$ cat src/rtl/mem_port_arbiter_if.sv
`timescale 1ns/1ps
// mem_port_arbiter_if
// Shared 32-bit memory port between the arbiter (master) and external memory (slave).
//   req_valid/req_ready : request handshake, fields held while req_valid && !req_ready
//   req_addr            : word-aligned byte address
//   req_we/req_wstrb    : store flag and byte enables (wstrb 0 for reads)
//   req_wdata           : lane-replicated store data
//   rsp_valid/rsp_rdata : one pulse per request, read data (ignored for stores)
interface mem_port_arbiter_if;
   logic        req_valid;
   logic        req_ready;
   logic [31:0] req_addr;
   logic        req_we;
   logic [3:0]  req_wstrb;
   logic [31:0] req_wdata;
   logic        rsp_valid;
   logic [31:0] rsp_rdata;

   modport master (
      output req_valid, req_addr, req_we, req_wstrb, req_wdata,
      input  req_ready, rsp_valid, rsp_rdata
   );

   modport slave (
      input  req_valid, req_addr, req_we, req_wstrb, req_wdata,
      output req_ready, rsp_valid, rsp_rdata
   );
endinterface

$ cat src/rtl/mem_port_arbiter.sv
`timescale 1ns/1ps
// mem_port_arbiter
// Shares one memory port between instruction fetch (i_*) and load/store (d_*).
// One transaction in flight: IDLE -> REQ -> WAIT -> RESP -> IDLE, or IDLE -> RESP
// for a data request with an illegal access type (or a misaligned one when checked).
// Data wins simultaneous requests unless fetch has been passed over
// FETCH_STARVE_LIMIT times in a row.
//   clk, rst_n            : clock, async active-low reset
//   i_req_* / i_rsp_*     : fetch request handshake and one-cycle response
//   d_req_* / d_rsp_*     : data request (access type, addr, wdata) and response
//   mem                   : memory port (mem_port_arbiter_if.master)
// Optional build macro: MEM_PORT_ARBITER_ALIGN_CHECK_EN -- reject misaligned
// LH/LHU/SH/LW/SW with d_rsp_err instead of silently ignoring low address bits.
module mem_port_arbiter #(
   parameter int unsigned FETCH_STARVE_LIMIT = 4
) (
   input  logic               clk,
   input  logic               rst_n,
   input  logic               i_req_valid,
   output logic               i_req_ready,
   input  logic [31:0]        i_req_addr,
   output logic               i_rsp_valid,
   output logic [31:0]        i_rsp_data,
   input  logic               d_req_valid,
   output logic               d_req_ready,
   input  logic [31:0]        d_req_addr,
   input  logic [3:0]         d_req_access_type,
   input  logic [31:0]        d_req_wdata,
   output logic               d_rsp_valid,
   output logic [31:0]        d_rsp_rdata,
   output logic               d_rsp_err,
   mem_port_arbiter_if.master mem
);

   localparam logic [3:0] AT_NONE = 4'd0, AT_LB = 4'd1, AT_LH = 4'd2, AT_LW = 4'd3,
                          AT_LBU = 4'd4, AT_LHU = 4'd5, AT_SB = 4'd6, AT_SH = 4'd7,
                          AT_SW = 4'd8;

   typedef enum logic [1:0] {IDLE, REQ, WAIT, RESP} state_t;

   state_t            state, state_nxt;
   logic [3:0]        cnt;
   logic              starve, grant_d, grant_i, d_err, d_misalign;
   logic              owner_d, err_q;
   logic [3:0]        type_q;
   logic [31:0]       addr_q, wdata_q, rdata_q;
   logic [3:0][7:0]   rd_lanes;
   logic [7:0]        ld_byte;
   logic [15:0]       ld_half;
   logic [31:0]       ld_data;

   assign starve  = (cnt == 4'(FETCH_STARVE_LIMIT));
   assign grant_d = d_req_valid & d_req_ready;
   assign grant_i = i_req_valid & i_req_ready;

   always_comb begin
      d_misalign = 1'b0;
`ifdef MEM_PORT_ARBITER_ALIGN_CHECK_EN
      case (d_req_access_type)
         AT_LH, AT_LHU, AT_SH: d_misalign = d_req_addr[0];
         AT_LW, AT_SW:         d_misalign = |d_req_addr[1:0];
         default:              d_misalign = 1'b0;
      endcase
`endif
   end

   assign d_err = (d_req_access_type == AT_NONE) | (d_req_access_type > AT_SW) | d_misalign;

   // state register
   always_ff @(posedge clk or negedge rst_n) begin
      if (!rst_n) state <= IDLE;
      else        state <= state_nxt;
   end

   // next-state logic
   always_comb begin
      state_nxt = state;
      case (state)
         IDLE: begin
            if (grant_d && d_err)       state_nxt = RESP;
            else if (grant_d || grant_i) state_nxt = REQ;
         end
         REQ:  if (mem.req_ready) state_nxt = WAIT;
         WAIT: if (mem.rsp_valid) state_nxt = RESP;
         RESP: state_nxt = IDLE;
         default: state_nxt = IDLE;
      endcase
   end

   // state-decoded outputs; readies may look at the other requester's valid
   always_comb begin
      i_req_ready   = 1'b0;
      d_req_ready   = 1'b0;
      mem.req_valid = 1'b0;
      i_rsp_valid   = 1'b0;
      d_rsp_valid   = 1'b0;
      d_rsp_err     = 1'b0;
      case (state)
         IDLE: begin
            d_req_ready = !(starve && i_req_valid);
            i_req_ready = !d_req_valid || starve;
         end
         REQ:  mem.req_valid = 1'b1;
         RESP: begin
            i_rsp_valid = !owner_d;
            d_rsp_valid = owner_d;
            d_rsp_err   = owner_d & err_q;
         end
         default: ;
      endcase
   end

   // transaction capture; fetch grants load type NONE so no store steering applies
   always_ff @(posedge clk or negedge rst_n) begin
      if (!rst_n) begin
         owner_d <= 1'b0;
         err_q   <= 1'b0;
         type_q  <= AT_NONE;
         addr_q  <= '0;
         wdata_q <= '0;
         rdata_q <= '0;
      end else begin
         if (grant_d) begin
            owner_d <= 1'b1;
            err_q   <= d_err;
            type_q  <= d_req_access_type;
            addr_q  <= d_req_addr;
            wdata_q <= d_req_wdata;
            rdata_q <= '0;
         end else if (grant_i) begin
            owner_d <= 1'b0;
            err_q   <= 1'b0;
            type_q  <= AT_NONE;
            addr_q  <= i_req_addr;
            wdata_q <= '0;
            rdata_q <= '0;
         end else if (state == WAIT && mem.rsp_valid) begin
            rdata_q <= mem.rsp_rdata;
         end
      end
   end

   // starvation counter: only data grants that pass over a waiting fetch count
   always_ff @(posedge clk or negedge rst_n) begin
      if (!rst_n)          cnt <= '0;
      else if (grant_i)    cnt <= '0;
      else if (grant_d)    cnt <= !i_req_valid ? 4'd0 : (starve ? cnt : 4'(cnt + 4'd1));
   end

   // store steering
   always_comb begin
      mem.req_we    = 1'b0;
      mem.req_wstrb = 4'b0000;
      mem.req_wdata = '0;
      case (type_q)
         AT_SB: begin
            mem.req_we    = 1'b1;
            mem.req_wstrb = 4'b0001 << addr_q[1:0];
            mem.req_wdata = {4{wdata_q[7:0]}};
         end
         AT_SH: begin
            mem.req_we    = 1'b1;
            mem.req_wstrb = addr_q[1] ? 4'b1100 : 4'b0011;
            mem.req_wdata = {2{wdata_q[15:0]}};
         end
         AT_SW: begin
            mem.req_we    = 1'b1;
            mem.req_wstrb = 4'b1111;
            mem.req_wdata = wdata_q;
         end
         default: ;
      endcase
   end

   assign mem.req_addr = {addr_q[31:2], 2'b00};

   // load extraction
   assign rd_lanes = rdata_q;
   assign ld_byte  = rd_lanes[addr_q[1:0]];
   assign ld_half  = addr_q[1] ? rdata_q[31:16] : rdata_q[15:0];

   always_comb begin
      ld_data = '0;
      case (type_q)
         AT_LB:  ld_data = {{24{ld_byte[7]}}, ld_byte};
         AT_LBU: ld_data = {24'd0, ld_byte};
         AT_LH:  ld_data = {{16{ld_half[15]}}, ld_half};
         AT_LHU: ld_data = {16'd0, ld_half};
         AT_LW:  ld_data = rdata_q;
         default: ld_data = '0;
      endcase
   end

   assign d_rsp_rdata = (d_rsp_valid && !err_q) ? ld_data : 32'd0;
   assign i_rsp_data  = i_rsp_valid ? rdata_q : 32'd0;

endmodule
$ cat src/flat_wrapper.sv
// flat-port wrapper written by rule: the top's interface ports become plain ports
module mem_port_arbiter_flat 
#(
   parameter int unsigned FETCH_STARVE_LIMIT = 4
)
  (clk, rst_n, i_req_valid, i_req_ready, i_req_addr, i_rsp_valid, i_rsp_data, d_req_valid, d_req_ready, d_req_addr, d_req_access_type, d_req_wdata, d_rsp_valid, d_rsp_rdata, d_rsp_err, mem_req_valid, mem_req_addr, mem_req_we, mem_req_wstrb, mem_req_wdata, mem_req_ready, mem_rsp_valid, mem_rsp_rdata);
  mem_port_arbiter_if mem_i ();
  input  logic clk;
  input  logic rst_n;
  input  logic i_req_valid;
  output logic i_req_ready;
  input  logic [31:0] i_req_addr;
  output logic i_rsp_valid;
  output logic [31:0] i_rsp_data;
  input  logic d_req_valid;
  output logic d_req_ready;
  input  logic [31:0] d_req_addr;
  input  logic [3:0] d_req_access_type;
  input  logic [31:0] d_req_wdata;
  output logic d_rsp_valid;
  output logic [31:0] d_rsp_rdata;
  output logic d_rsp_err;
  output wire logic [$bits(mem_i.req_valid)-1:0] mem_req_valid;
  output wire logic [$bits(mem_i.req_addr)-1:0] mem_req_addr;
  output wire logic [$bits(mem_i.req_we)-1:0] mem_req_we;
  output wire logic [$bits(mem_i.req_wstrb)-1:0] mem_req_wstrb;
  output wire logic [$bits(mem_i.req_wdata)-1:0] mem_req_wdata;
  input wire logic [$bits(mem_i.req_ready)-1:0] mem_req_ready;
  input wire logic [$bits(mem_i.rsp_valid)-1:0] mem_rsp_valid;
  input wire logic [$bits(mem_i.rsp_rdata)-1:0] mem_rsp_rdata;
  assign mem_req_valid = mem_i.req_valid;
  assign mem_req_addr = mem_i.req_addr;
  assign mem_req_we = mem_i.req_we;
  assign mem_req_wstrb = mem_i.req_wstrb;
  assign mem_req_wdata = mem_i.req_wdata;
  assign mem_i.req_ready = mem_req_ready;
  assign mem_i.rsp_valid = mem_rsp_valid;
  assign mem_i.rsp_rdata = mem_rsp_rdata;
  mem_port_arbiter #(.FETCH_STARVE_LIMIT(FETCH_STARVE_LIMIT)) u_core (.clk(clk), .rst_n(rst_n), .i_req_valid(i_req_valid), .i_req_ready(i_req_ready), .i_req_addr(i_req_addr), .i_rsp_valid(i_rsp_valid), .i_rsp_data(i_rsp_data), .d_req_valid(d_req_valid), .d_req_ready(d_req_ready), .d_req_addr(d_req_addr), .d_req_access_type(d_req_access_type), .d_req_wdata(d_req_wdata), .d_rsp_valid(d_rsp_valid), .d_rsp_rdata(d_rsp_rdata), .d_rsp_err(d_rsp_err), .mem(mem_i));
endmodule
$ cat config.mk
export PLATFORM = sky130hd
export DESIGN_NAME = mem_port_arbiter_flat
export DESIGN_NICKNAME = d
export VERILOG_FILES = /design/src/rtl/mem_port_arbiter_if.sv /design/src/rtl/mem_port_arbiter.sv /design/src/flat_wrapper.sv
export SDC_FILE = /design/constraint.sdc
export NUM_CORES = 1
export LEC_CHECK = 0
export CORE_ASPECT_RATIO = 2
export CORE_MARGIN = 2
export CORE_UTILIZATION = 43
export CTS_CLUSTER_DIAMETER = 60
export DETAILED_ROUTE_END_ITERATION = 16
export PLACE_DENSITY = 0.85
export SLEW_MARGIN = 15
export SYNTH_ARGS = -nofsm -noshare
export SYNTH_HDL_FRONTEND = slang
export SYNTH_SLANG_ARGS = --single-unit
export TNS_END_PERCENT = 30
$ cat constraint.sdc
create_clock -name clk -period 1.9 [get_ports clk]
set_input_delay 0.285 -clock clk [delete_from_list [all_inputs] [get_ports clk]]
set_output_delay 0.285 -clock clk [all_outputs]
set_load 0.005 [all_outputs]
== Yosys cells after proc, flatten, opt, wreduce, memory -nomap -nowiden ==
Cells that the tools add are included.

* Magnitude comparators: 2
* Reductions and logical operators: 17
* Equality and inequality tests: 16
* Multiplexer cells: 37
* Shift-type cells: 1
* Bitwise operators: 4
* Add/subtract/negate cells: 1

{| class="wikitable"
|+ Operators by type and width
! cell !! number
|-
| $mux W32 || 9
|-
| $pmux W32 S5 || 1
|-
| $pmux W32 S3 || 1
|-
| $mux W4 || 7
|-
| $eq A4 B3 Y1 const B || 5
|-
| $bmux W8 S2 || 1
|-
| $mux W16 || 1
|-
| $pmux W4 S3 || 1
|-
| $mux W1 || 10
|-
| $eq A4 B2 Y1 const B || 2
|-
| $mux W2 || 4
|-
| $mux W8 || 1
|-
| $pmux W2 S4 || 1
|-
| $add A4 B1 Y4 const B || 1
|-
| $eq A2 B2 Y1 const B || 2
|-
| $eq A4 B1 Y1 const B || 1
|-
| $eq A4 B4 Y1 const B || 1
|-
| $gt A4 B4 Y1 const B || 1
|-
| $logic_and A1 B1 Y1 || 4
|-
| $logic_not A1 Y1 || 4
|-
| $logic_not A4 Y1 || 1
|-
| $ne A2 B2 Y1 const B || 2
|-
| $shl A1 B2 Y4 const A || 1
|-
| $and A1 B1 Y1 || 3
|-
| other kinds (12) || 13
|}

* Flip-flop bits (word level): 108
* Word-level logic and storage cells: 86
* Output and inout bits: 139

== Longest topological paths before layout ==
* Word-level depth: 9
* Mapped depth: 9
* Gate-level depth less buffers: 6

== Worst setup path before layout ==
OpenSTA, ideal clock, no wires.

* Path kind: reg-to-output
* From: register u_core.state[1]
* To: output d_rsp_rdata[10]
* Slack: 69 ps
* Stages on the path, launching flop included: 7
* Arrival time: 1546 ps
* Data required time: 1615 ps
* Path through: dfrtp_1 -> ha_1 -> nand2_1 -> nor3_1 -> a21boi_1 -> buf_2 -> a221o_1

* Word-level cells in the longest chain between the ends: 4

{| class="wikitable"
|+ Ends and longest elaborated chain
! what !! line !! text
|-
| from (decl) || mem_port_arbiter.sv:41 || <nowiki>state_t state, state_nxt;</nowiki>
|-
| from (signal assigned) || mem_port_arbiter.sv:72 || <nowiki>else state <= state_nxt;</nowiki>
|-
| $eq A2 B2 Y1 || mem_port_arbiter.sv:98 || <nowiki>case (state)</nowiki>
|-
| $mux W1 || mem_port_arbiter.sv:98 ||
|-
| $logic_and A1 B1 Y1 || mem_port_arbiter.sv:194 || <nowiki>assign d_rsp_rdata = (d_rsp_valid && !err_q) ? ld_data : 32'd0;</nowiki>
|-
| $mux W32 || mem_port_arbiter.sv:194 ||
|-
| to (decl) || flat_wrapper.sv:21 || <nowiki>output logic [31:0] d_rsp_rdata;</nowiki>
|}

Every way passes these cells.

== Worst setup path after layout ==
* From: register u_core.addr_q[1]
* To: output d_rsp_rdata[15]

* Word-level cells in the longest chain between the ends: 4

{| class="wikitable"
|+ Ends and longest elaborated chain
! what !! line !! text
|-
| from (decl) || mem_port_arbiter.sv:46 || <nowiki>logic [31:0] addr_q, wdata_q, rdata_q;</nowiki>
|-
| from (signal assigned) || mem_port_arbiter.sv:127 || <nowiki>addr_q <= d_req_addr;</nowiki>
|-
| from (signal assigned) || mem_port_arbiter.sv:134 || <nowiki>addr_q <= i_req_addr;</nowiki>
|-
| $bmux W8 S2 || mem_port_arbiter.sv:179 || <nowiki>assign ld_byte = rd_lanes[addr_q[1:0]];</nowiki>
|-
| $mux W8 (implied by the code) || mem_port_arbiter.sv:179 ||
|-
| $pmux W32 S5 * || mem_port_arbiter.sv:184 || <nowiki>case (type_q)</nowiki>
|-
| $mux W32 * || mem_port_arbiter.sv:194 ||
|}

Mark *: on every way between the ends. The rest lies on a longest branch, timed or not. The select of a mux whose other input is x is not followed.

==> qor.csv <==
stage;metric;value;unit
run_status;status;finished, violations left;
run_status;failed_checks;negative hold slack, negative setup slack;
place;place_congestion;1.065;
global_routing;first_global_vias;7020;
timing;unrepaired_setup_endpoints_after_global_routing;yes;
timing;totalNegativeSetupSlack;-31460;ps
timing;report.final.hold_viol_count;1;
place;detailedPlace.worstSlack;-802.7;ps
worst_setup_path;arrival;2190;ps
global_routing;grt_pass1_wl;37.92;mm
worst_setup_path;worst-path-max-fanout;5;
worst_setup_path;crit_path_cell_trace;buf_4 > buf_6 > nor2b_1 > o31ai_4 > buf_4 > a32oi_1 > a21oi_1 > buf_2;
detailed_routing;detail_route.iter0.violations;408;
floorplan;floorplan.initialDensity;0.4352;
synthesis;synth_seq_cells;108;
synthesis;postSynth.asyncResetShare;1.000;
global_routing;grt.total_usage;0.3240;
synthesis;synth.most_common_cell;sky130_fd_sc_hd__nand2_1;
worst_setup_path;timing.rr.end;u_core.addr_q[17]$_DFFE_PN0P_;
cts;worstSkewPairLatency;360;ps
pwr;p_leak;4.741;nW
layout;utilization;0.7174;
cts;cts.path.max_buffers;2;
detailed_routing;remaining_drc_errors;0;
place;placedCellCount;1172;
floorplan;design.core.area;14270;sq um
worst_setup_path;critical_path_class;flip-flop to primary output;
synthesis;ys_top_cells_by_count;sky130_fd_sc_hd__nand2_1, sky130_fd_sc_hd__a21oi_1, sky130_fd_sc_hd__dfrtp_1, sky130_fd_sc_hd__a22o_1, sky130_fd_sc_hd__and2_1;
synthesis;syn-cell-area;6212;sq um
detailed_routing;final_antenna_net_count;0;
layout;finish.cell_count_without_fillers;1233;
cts;clock_tree_from_tritoncts;built;
detailed_routing;detailroute.via_count;6899;
worst_setup_path;depth_of_the_worst_register_to_register_path;10;
timing;max_slew.worst_pin.slew;606.0;ps
worst_setup_path;cpPeakStageDelay;440;ps
place;port-buffer-count;274;
floorplan;die_y;174.0;microns
timing;timing.slew.headroom;0.5960;
synthesis;ys.flop_type;sky130_fd_sc_hd__dfrtp_1;
layout;stdcell_area;10240;sq um
pwr;fin_total_pwr;15.26;mW
layout;drive_gt1_frac;0.3180;
synthesis;netlist_instances;699;
worst_setup_path;worstPathBufferInverterCount;4;
timing;setup_viol;100;
worst_setup_path;crit_path_start_kind;flip-flop;
detailed_routing;viasPerCell;5.595;
cts;maximum_level_of_the_cts_h_tree;3;
layout;nNetsFinal;1181;
synthesis;synth_top_area_cell;sky130_fd_sc_hd__dfrtp_1;
cts;clkTransAtPathRegs;70;ps
global_routing;global_route.overflow_total;0;
cts;cts.root.buffer_cell;sky130_fd_sc_hd__clkbuf_16;
worst_hold_path;timing.hold.worst.class;input port to async pin;
synthesis;yosys_warnings;0;
global_routing;grt_antenna_before_repair;0;
synthesis;number_of_synthesized_flops_with_an_enable_pin;0;
detailed_routing;postRouteWirelength;25.71;mm
timing;postLayoutSetupSlackWorst;-570.1;ps
floorplan;die_area;15480;sq um
layout;syn_to_final_growth;64.83;%
floorplan;num_rows;62;
timing;layout_worst_path_cycle_share;1.300;
cts;tritoncts.num_buffers;9;
floorplan;ioPinCount;277;
layout;antenna-diode-count;0;
place;placed_cell_area;9583;sq um
timing;clock_skew_after_layout;6.432;ps
timing;slew_violations;0;
detailed_routing;first_pass_iters;7;
pwr;power_density;1490;nW/um^2
timing;max_freq;0.4048;GHz
synthesis;syn_avg_cell_area;8.887;sq um
global_routing;grt_start_max_net_pins;109;
timing;hold_ws;-0.1799;ps
worst_setup_path;crit_required;1620;ps
place;dp_hpwl;17.76;mm
cts;total_clock_sinks;108;
worst_setup_path;worstReg2RegStart;u_core.state[1]$_DFFE_PN0P_;
pwr;ir_drop;0.8585;mV
synthesis;netlist.area_leader.share;0.4350;
layout;num-fill-cells;1088;
worst_setup_path;kind_of_cell_with_the_highest_combined_delay_on_the_critical_path;buffers and inverters;
floorplan;die_width;88.99;microns
detailed_routing;wl_per_cell;20.85;microns
worst_setup_path;setup_slack_of_the_worst_register_to_register_path;60;ps
timing;finalWorstPathRequiredPeriod;2470;ps
worst_setup_path;timing.critical_path.mode_cell;sky130_fd_sc_hd__buf_4;
synthesis;post_synth_num_cell_types;48;
run;drv.max_cap_violation_count;0;
worst_setup_path;setup.worst_path.end_class;primary output;
synthesis;synth_seq_area_share;0.4350;
synthesis;yosys-top-cells-area;sky130_fd_sc_hd__dfrtp_1, sky130_fd_sc_hd__a21oi_1, sky130_fd_sc_hd__nand2_1;
worst_setup_path;crit_path_top_delay_cell;sky130_fd_sc_hd__dfrtp_2;
worst reg2reg max path, cell delays in order (launching register included):
cell and delay, ps:
sky130_fd_sc_hd__dfrtp_1 380, sky130_fd_sc_hd__buf_4 130, sky130_fd_sc_hd__buf_6 120, sky130_fd_sc_hd__inv_4 50, sky130_fd_sc_hd__ha_4 140, sky130_fd_sc_hd__buf_8 130, sky130_fd_sc_hd__nand2_4 50, sky130_fd_sc_hd__or2_2 380
sky130_fd_sc_hd__buf_12 190, sky130_fd_sc_hd__nand2_1 80, sky130_fd_sc_hd__a21oi_1 70
cell type report:
type | count | area, sq um | area share
Multi-Input combinational cell | 497 | 3264 | 0.3188
Sequential cell | 108 | 2704 | 0.2641
Inverter | 10 | 42.54 | 0.004154
Clock inverter | 4 | 23.77 | 0.002322
Tap cell | 192 | 240.2 | 0.02346
Clock buffer | 12 | 256.5 | 0.02505
Timing Repair Buffer | 410 | 3709 | 0.3622
power by group:
group          total (mW)  internal (mW)  switching, mW
sequential           4.34           3.42          0.918
combinational        9.11           4.80           4.31
clock                1.81          0.958          0.854
worst max-delay path by stage:
stage	from	end	slack, ps	cells after the start
3_3_place_gp	u_core.state[0]$_DFFE_PN0P_	d_rsp_rdata[1]	-750	6
4_1_cts	u_core.addr_q[1]$_DFFE_PN0P_	d_rsp_rdata[15]	-530	9
3_5_place_dp	u_core.state[0]$_DFFE_PN0P_	d_rsp_rdata[10]	-800	6
2_1_floorplan	u_core.state[1]$_DFFE_PN0P_	d_rsp_rdata[10]	70	6
5_1_grt	u_core.type_q[0]$_DFFE_PN0P_	d_rsp_rdata[1]	-620	7
6_report	u_core.addr_q[1]$_DFFE_PN0P_	d_rsp_rdata[15]	-570	8
placed cells by master, fill, tap and decap left out, types with 9 or more instances in the layout:
master	instances
sky130_fd_sc_hd__clkdlybuf4s50_1	166
sky130_fd_sc_hd__buf_2	61
sky130_fd_sc_hd__a21oi_1	104
sky130_fd_sc_hd__buf_12	15
sky130_fd_sc_hd__clkbuf_16	11
sky130_fd_sc_hd__nor2_1	34
sky130_fd_sc_hd__buf_6	40
sky130_fd_sc_hd__mux2i_1	9
sky130_fd_sc_hd__a221o_1	14
sky130_fd_sc_hd__and2_1	27
sky130_fd_sc_hd__nand2_1	131
sky130_fd_sc_hd__dfrtp_1	107
sky130_fd_sc_hd__a22o_1	51
sky130_fd_sc_hd__a21oi_2	13
sky130_fd_sc_hd__clkbuf_2	27
sky130_fd_sc_hd__buf_4	87
sky130_fd_sc_hd__and2_4	16
cells by family after synthesis:
kind of cell             after synthesis  synth area share
AND/OR/NAND/NOR                      253            0.1936
buffers and inverters                 96           0.08741
multiplexers                          17           0.04350
flip-flops                           108            0.4350
other                                  1         0.0006037
adder cells (fa/ha/maj)                7           0.01410
XOR/XNOR                               2          0.002820
AO/OA/AOI/OAI                        215            0.2230
flip-flops by register name, indices dropped and copies added (netlist names):
signal and flops:
u_core.addr_q 32, u_core.cnt 4, u_core.err_q 1, u_core.owner_d 1, u_core.rd_lanes 32, u_core.state 2
u_core.type_q 4, u_core.wdata_q 32
what timing repair did:
action / 4_1_cts / 5_1_grt
cloned: 3 / 1
pin swaps: 43 / 35
endpoints found under the setup margin: 112 / 166
setup buffers: 29 / 17
gates resized for setup: 427 / 101
hold buffers: 0 / 0
metal layers:
metal	track usage	vias to the layer above	wire, microns
li1	-	3079	-
met1	0.3336	3357	8396
met2	0.5569	345	13690
met3	0.07645	118	1574
met4	0.2208	0	2044
met5	0	-	0
No activity file was read; power rests on OpenSTA's default activity.
==> RTL edit 1 (config.mk and constraints unchanged) <==
The option `MEM_PORT_ARBITER_ALIGN_CHECK_EN` is turned on by a define.
--- a/src/rtl/mem_port_arbiter.sv
+++ b/src/rtl/mem_port_arbiter.sv
@@ -11,6 +11,8 @@
 //   mem                   : memory port (mem_port_arbiter_if.master)
 // Optional build macro: MEM_PORT_ARBITER_ALIGN_CHECK_EN -- reject misaligned
 // LH/LHU/SH/LW/SW with d_rsp_err instead of silently ignoring low address bits.
+`define MEM_PORT_ARBITER_ALIGN_CHECK_EN
+
 module mem_port_arbiter #(
    parameter int unsigned FETCH_STARVE_LIMIT = 4
 ) (
Behaviour: not the same (a bounded check fails within 4 cycles, from zero or initial values and one cycle with rst_n low).
==> RTL edit 1 against the original RTL <==
The flow still finishes with violations (hold timing, setup timing). Non-clock buffer count rose by 2. Routed wire length down 8.2%. Die area grew 1.4%. Clock power up 11%. Area after synthesis grew 1.4%. Power shrank 7.0%. Clock skew up 0.0038 ns. Core utilization is 0.90 points higher. Synthesized cell count down 1.7%. Sequential cell count unchanged. Setup slack better by 0.046 ns. Combinational power down 13%. Final area up 1.8%. Largest power group unchanged.
==> RTL edit 1: results (changes against the original RTL) <==
cells_and_area:
  drive_above_1_share_pct: 33.98  # was 31.80%
  nets: 1173  # was 1181
cts:
  clk_pin_slew_ns: 0.08
  cts-htree-levels: 3  # unchanged
  cts_buffer_depth: 2  # unchanged
  cts_buffers: 9  # unchanged
  cts-root-buf: "clkbuf_16"  # unchanged
  clk_latency_ns: 0.35
yosys:
  synth.area.top_cells: "dfrtp_1, nand2_1, mux2i_1"  # was dfrtp_1, a21oi_1, nand2_1
  ys_warn_count: 0  # unchanged
  ys_async_sr_fraction_pct: 100.0  # unchanged
  ys_types: 56  # was 48
  ys_seq_area_share_pct: 42.90  # was 43.50%
  synthTopCellsByCount: "nand2_1, dfrtp_1, a21oi_1"  # was nand2_1, a21oi_1, dfrtp_1
setup_path:
  startpoint: "u_core.rd_lanes[15]"  # was u_core.addr_q[1]
  r2r_setup_slack_ns: -0.03  # was 0.06 ns
  cp_data_arrival_time_ns: 2.14  # was 2.19 ns
  critPathMaxFanout: 4  # was 5
  reg2reg_depth: 9  # was 10
  r2r-start: "u_core.state[0]"  # was u_core.state[1]
  r2r-end: "u_core.state[1]"  # was u_core.addr_q[17]
global_routing:
  grt_max_degree: 109  # unchanged
  grtUsageTotal_pct: 29.87  # was 32.40%
  grt_pass1_wl_mm: 35.66  # was 37.92 mm
  met3_usage_pct: 5.952  # was 7.645%
  antenna_found_initial: 1  # was 0
  grtUsageMet2_pct: 51.04  # was 55.69%
  use_met1_pct: 31.60  # was 33.36%
  grt_pass1_vias: 6800  # was 7020
placement:
  place_congestion: 0.9679  # was 1.065
  port_buffers: 274  # unchanged
  dpl.hpwl_mm: 16.42  # was 17.76 mm
  preCtsSetupSlack_ns: -0.4664  # was -0.8027 ns
status:
  violations: "hold timing, setup timing"  # unchanged
  status: "finished, violations left"  # unchanged
route:
  routedWlPerCell_um: 19.24  # was 20.85 um
  dr.first_iter.drc_count: 338  # was 408
  via_per_inst: 5.485  # was 5.595
  dr.pass1.iters: 5  # was 7
power:
  leakagePower_nw: 4.707  # was 4.741 nW
  peakVddDrop_v: 0.0009729  # was 0.0008585 V
hold_path:
  hold_path.class: "in2async"  # unchanged
sta:
  clock_skew_ns: 0.01027  # was 0.006432 ns
  hold_viol_final: 12  # was 1
  setup_ws_ns: -0.5240  # was -0.5701 ns
  whs_ns: -0.006690  # was -0.0001799 ns
  setup_viol: 105  # was 100
  tightest_slew_ns: 0.5979  # was 0.6060 ns
  slew_viol_final: 0  # unchanged
==> RTL edit 1: cell types whose count changed after synthesis, sizes merged, moves of 5 or more <==
| cell | unedited run | this run |
|---|---|---|
| mux4 | 8 | 1 |
| a32oi | 1 | 7 |
| a221o | 14 | 7 |
| nor2 | 37 | 14 |
| o21ai | 19 | 49 |
| mux2i | 9 | 48 |
| nor2b | 13 | 8 |
| a21oi | 117 | 64 |
==> RTL edit 1: logic make-up after synthesis <==
group,synth area share (%)
AO/OA/AOI/OAI,21.09
XOR/XNOR,0.1391
adder cells (fa/ha/maj),1.390
buffers and inverters,8.242
flip-flops,42.90
multiplexers,8.163
other,0.05953
AND/OR/NAND/NOR,18.01
==> RTL edit 1: what timing repair did <==
item,CTS,global route
endpoints found under the setup margin,109,137
pin swaps,31,27
cloned,2,0
resized for setup,423,134
hold buffers,0,0
hold endpoints to repair,0,0
buffers inserted,45,11
==> RTL edit 1: worst max path at each step <==
stage	endpoint	slack, ns
floorplan	d_rsp_rdata[20]	0.13
global placement	mem_req_wdata[11]	-0.41
detailed placement	mem_req_wdata[14]	-0.47
CTS	mem_req_wdata[14]	-0.49
global route	d_rsp_rdata[3]	-0.58
finish	d_rsp_rdata[16]	-0.52
==> RTL edit 1: final cells by class <==
| class | instances | area, sq um |
|---|---|---|
| fill | 1057 | 3926 |
| timing repair buffer | 412 | 3632 |
| multi-input combinational | 488 | 3486 |
| sequential | 108 | 2708 |
| clock buffer | 11 | 252.7 |
| tap | 192 | 240.2 |
| clock inverter | 5 | 65.06 |
| inverter | 9 | 38.79 |
| antenna | 1 | 2.502 |
==> RTL edit 1: worst max-delay path, stage by stage (launching register included) <==
cell     delay (ns)
dfrtp_2        0.45
mux4_2         0.50
and3b_4        0.21
a21oi_4        0.18
buf_6          0.16
buf_4          0.11
a21oi_1        0.05
buf_2          0.13
==> RTL edit 1: power by group <==
part           total (mW)  internal [mW]  switching [mW]
sequential           4.23           3.29           0.937
clock                2.01           1.11           0.896
combinational        7.95           4.30            3.65
total                14.2           8.71            5.48
==> RTL edit 1: metrics by stage <==
stage	cell area, sq um	hold slack (ns)	setup TNS [ns]	instances	total power, mW
2_1_floorplan	6304	-0.01059	0	688	7.487
3_3_place_gp	9570	0.4037	-22.62	1152	10.52
3_5_place_dp	9570	0.4049	-25.45	1152	10.68
4_1_cts	10300	0.02711	-26.86	1215	13.50
5_1_grt	10430	0.04039	-35.49	1226	14.96
6_report	10430	-0.006690	-27.74	1226	14.19
==> RTL edit 1: metal layers <==
metal,wire [um],up-vias
met5,0,-
met4,1835,0
met3,1325,117
met2,12600,325
met1,7830,3223
li1,-,3060
==> RTL edit 2 (same settings) <==
Made on the original files. Re-encode `state_t` (4 states) as one-hot, 4 bits wide.
--- a/src/rtl/mem_port_arbiter.sv
+++ b/src/rtl/mem_port_arbiter.sv
@@ -36,7 +36,7 @@
                           AT_LBU = 4'd4, AT_LHU = 4'd5, AT_SB = 4'd6, AT_SH = 4'd7,
                           AT_SW = 4'd8;
 
-   typedef enum logic [1:0] {IDLE, REQ, WAIT, RESP} state_t;
+   typedef enum logic [3:0] {IDLE = 4'b0001, REQ = 4'b0010, WAIT = 4'b0100, RESP = 4'b1000} state_t;
 
    state_t            state, state_nxt;
    logic [3:0]        cnt;
Check against the original RTL: same outputs for any inputs over 4 cycles, from zero or initial values and one cycle with rst_n low; so few cycles prove little.
==> RTL edit 2 against the original RTL <==
The flow still finishes with violations (hold timing, setup timing). Sequential cell count rose by 2. Fmax fell by 5.4%. Sequential power fell by 12%. Register-to-register slack got worse by 0.63 ns. Power fell by 17%. Final area rose by 2.1%. Setup slack got worse by 0.14 ns. Routed wire length fell by 3.1%. Sequential share of layout area barely moved. Combinational power fell by 23%. Via count rose by 5.0%. Area after synthesis fell by 0.18%. Critical endpoint is now d_rsp_rdata[4]. Largest power group unchanged. Highest routed layer unchanged.
==> RTL edit 2: results (changes against the original RTL) <==
status:
  status: "finished, violations left"  # unchanged
  violations: "hold timing, setup timing"  # unchanged
yosys:
  ys_types: 52  # was 48
  synthFlopType: "dfrtp_1"  # unchanged
  ys_seq_area_share_pct: 44.41  # was 43.50%
  synth.area.top_cells: "dfrtp_1, a21oi_1, nand2_1"  # unchanged
  synthTopCellsByCount: "nand2_1, a21oi_1, dfrtp_1"  # unchanged
  ys_async_sr_fraction_pct: 100.0  # unchanged
cells_and_area:
  drive_above_1_share_pct: 32.64  # was 31.80%
  nets: 1190  # was 1181
  num-fill-cells: 999  # was 1088
route:
  dr.pass1.iters: 6  # was 7
  dr.first_iter.drc_count: 568  # was 408
  routedWlPerCell_um: 19.97  # was 20.85 um
  vias: 7241  # was 6899
setup_path:
  r2r_setup_slack_ns: -0.57  # was 0.06 ns
  r2r-end: "u_core.addr_q[30]"  # was u_core.addr_q[17]
  critical-path-top-delay-family: "compound AO/OA/AOI/OAI gates"  # was buffers and inverters
  startpoint: "u_core.type_q[0]"  # was u_core.addr_q[1]
  critPathMaxFanout: 6  # was 5
  reg2reg_depth: 10  # unchanged
  cp_slowest_cell: "dfrtp_1"  # was dfrtp_2
  r2r-start: "u_core.state[0]"  # was u_core.state[1]
  cp_data_arrival_time_ns: 2.32  # was 2.19 ns
  slowest_delay_ns: 0.44  # about the same
power:
  leakagePower_nw: 4.711  # was 4.741 nW
  peakVddDrop_v: 0.0008994  # was 0.0008585 V
placement:
  port_buffers: 274  # unchanged
  dpl.hpwl_mm: 15.56  # was 17.76 mm
  preCtsSetupSlack_ns: -0.7594  # was -0.8027 ns
  place_congestion: 0.9178  # was 1.065
sta:
  tightest_slew_ns: 0.7819  # was 0.6060 ns
  whs_ns: -0.05901  # was -0.0001799 ns
  setup_ws_ns: -0.7099  # was -0.5701 ns
  clock_skew_ns: 0.007675  # was 0.006432 ns
  setup_viol: 214  # was 100
  hold_viol_final: 9  # was 1
cts:
  clk_latency_ns: 0.35
  cts-root-buf: "clkbuf_16"  # unchanged
  postCtsSetupBuffers: 29  # unchanged
  cts-htree-levels: 3  # unchanged
  postCtsResizedCells: 461  # was 427
  clk_pin_slew_ns: 0.08
global_routing:
  grtUsageTotal_pct: 29.48  # was 32.40%
  grt_max_degree: 111  # was 109
  antenna_found_initial: 1  # was 0
  grt_pass1_vias: 6928  # was 7020
  grt_pass1_wl_mm: 35.80  # was 37.92 mm
hold_path:
  hold_path.class: "in2async"  # unchanged
==> RTL edit 2: per-layer routing <==
metal | GRT usage (%) | share of wire, %
met4 | 12.37 | 4.3
met2 | 47.57 | 49
met1 | 37.39 | 36
met3 | 6.571 | 11
met5 | 0 | 0
==> RTL edit 2: worst max-delay path by stage <==
| stage | endpoint |
|---|---|
| finish | d_rsp_rdata[4] |
| global route | d_rsp_rdata[4] |
| CTS | d_rsp_rdata[25] |
| detailed placement | d_rsp_rdata[15] |
| global placement | d_rsp_rdata[11] |
| floorplan | d_rsp_rdata[21] |
==> RTL edit 2: where the power goes <==
group	total (mW)	switching (mW)	internal, mW
combinational	7.02	3.43	3.58
sequential	3.80	0.658	3.14
clock	1.82	0.909	0.908
total	12.6	5.00	7.63
==> RTL edit 2: logic make-up after synthesis <==
family,Yosys count,synth area share [%]
compound gates,220,22.58
xor+xnor,2,0.2825
fa+ha+maj,3,0.5649
buf+inv,94,8.575
flops,110,44.41
mux,19,3.309
other cells,1,0.06047
simple gates,273,20.22
==> RTL edit 2: layout make-up <==
class                   instances  area, sq um  share of cell area (%)
diodes                          1        2.502                 0.02395
clock buffers                   9        225.2                   2.155
clock inverters                 6        60.06                  0.5747
inverters                       7        26.28                  0.2514
multi-input cells             521         3381                   32.35
flip-flops and latches        110         2756                   26.38
well taps                     192        240.2                   2.299
repair buffers                401         3759                   35.97
==> RTL edit 2: through the flow <==
stage	hold WS, ns	area [sq um]	cells	setup TNS, ns
floorplan	-0.01059	6336	723	-14.03
global placement	0.4002	9460	1173	-59.12
detailed placement	0.4046	9460	1173	-63.74
CTS	0.02814	10130	1221	-67.56
global route	-0.0005825	10450	1247	-105.37
finish	-0.05901	10450	1247	-95.68
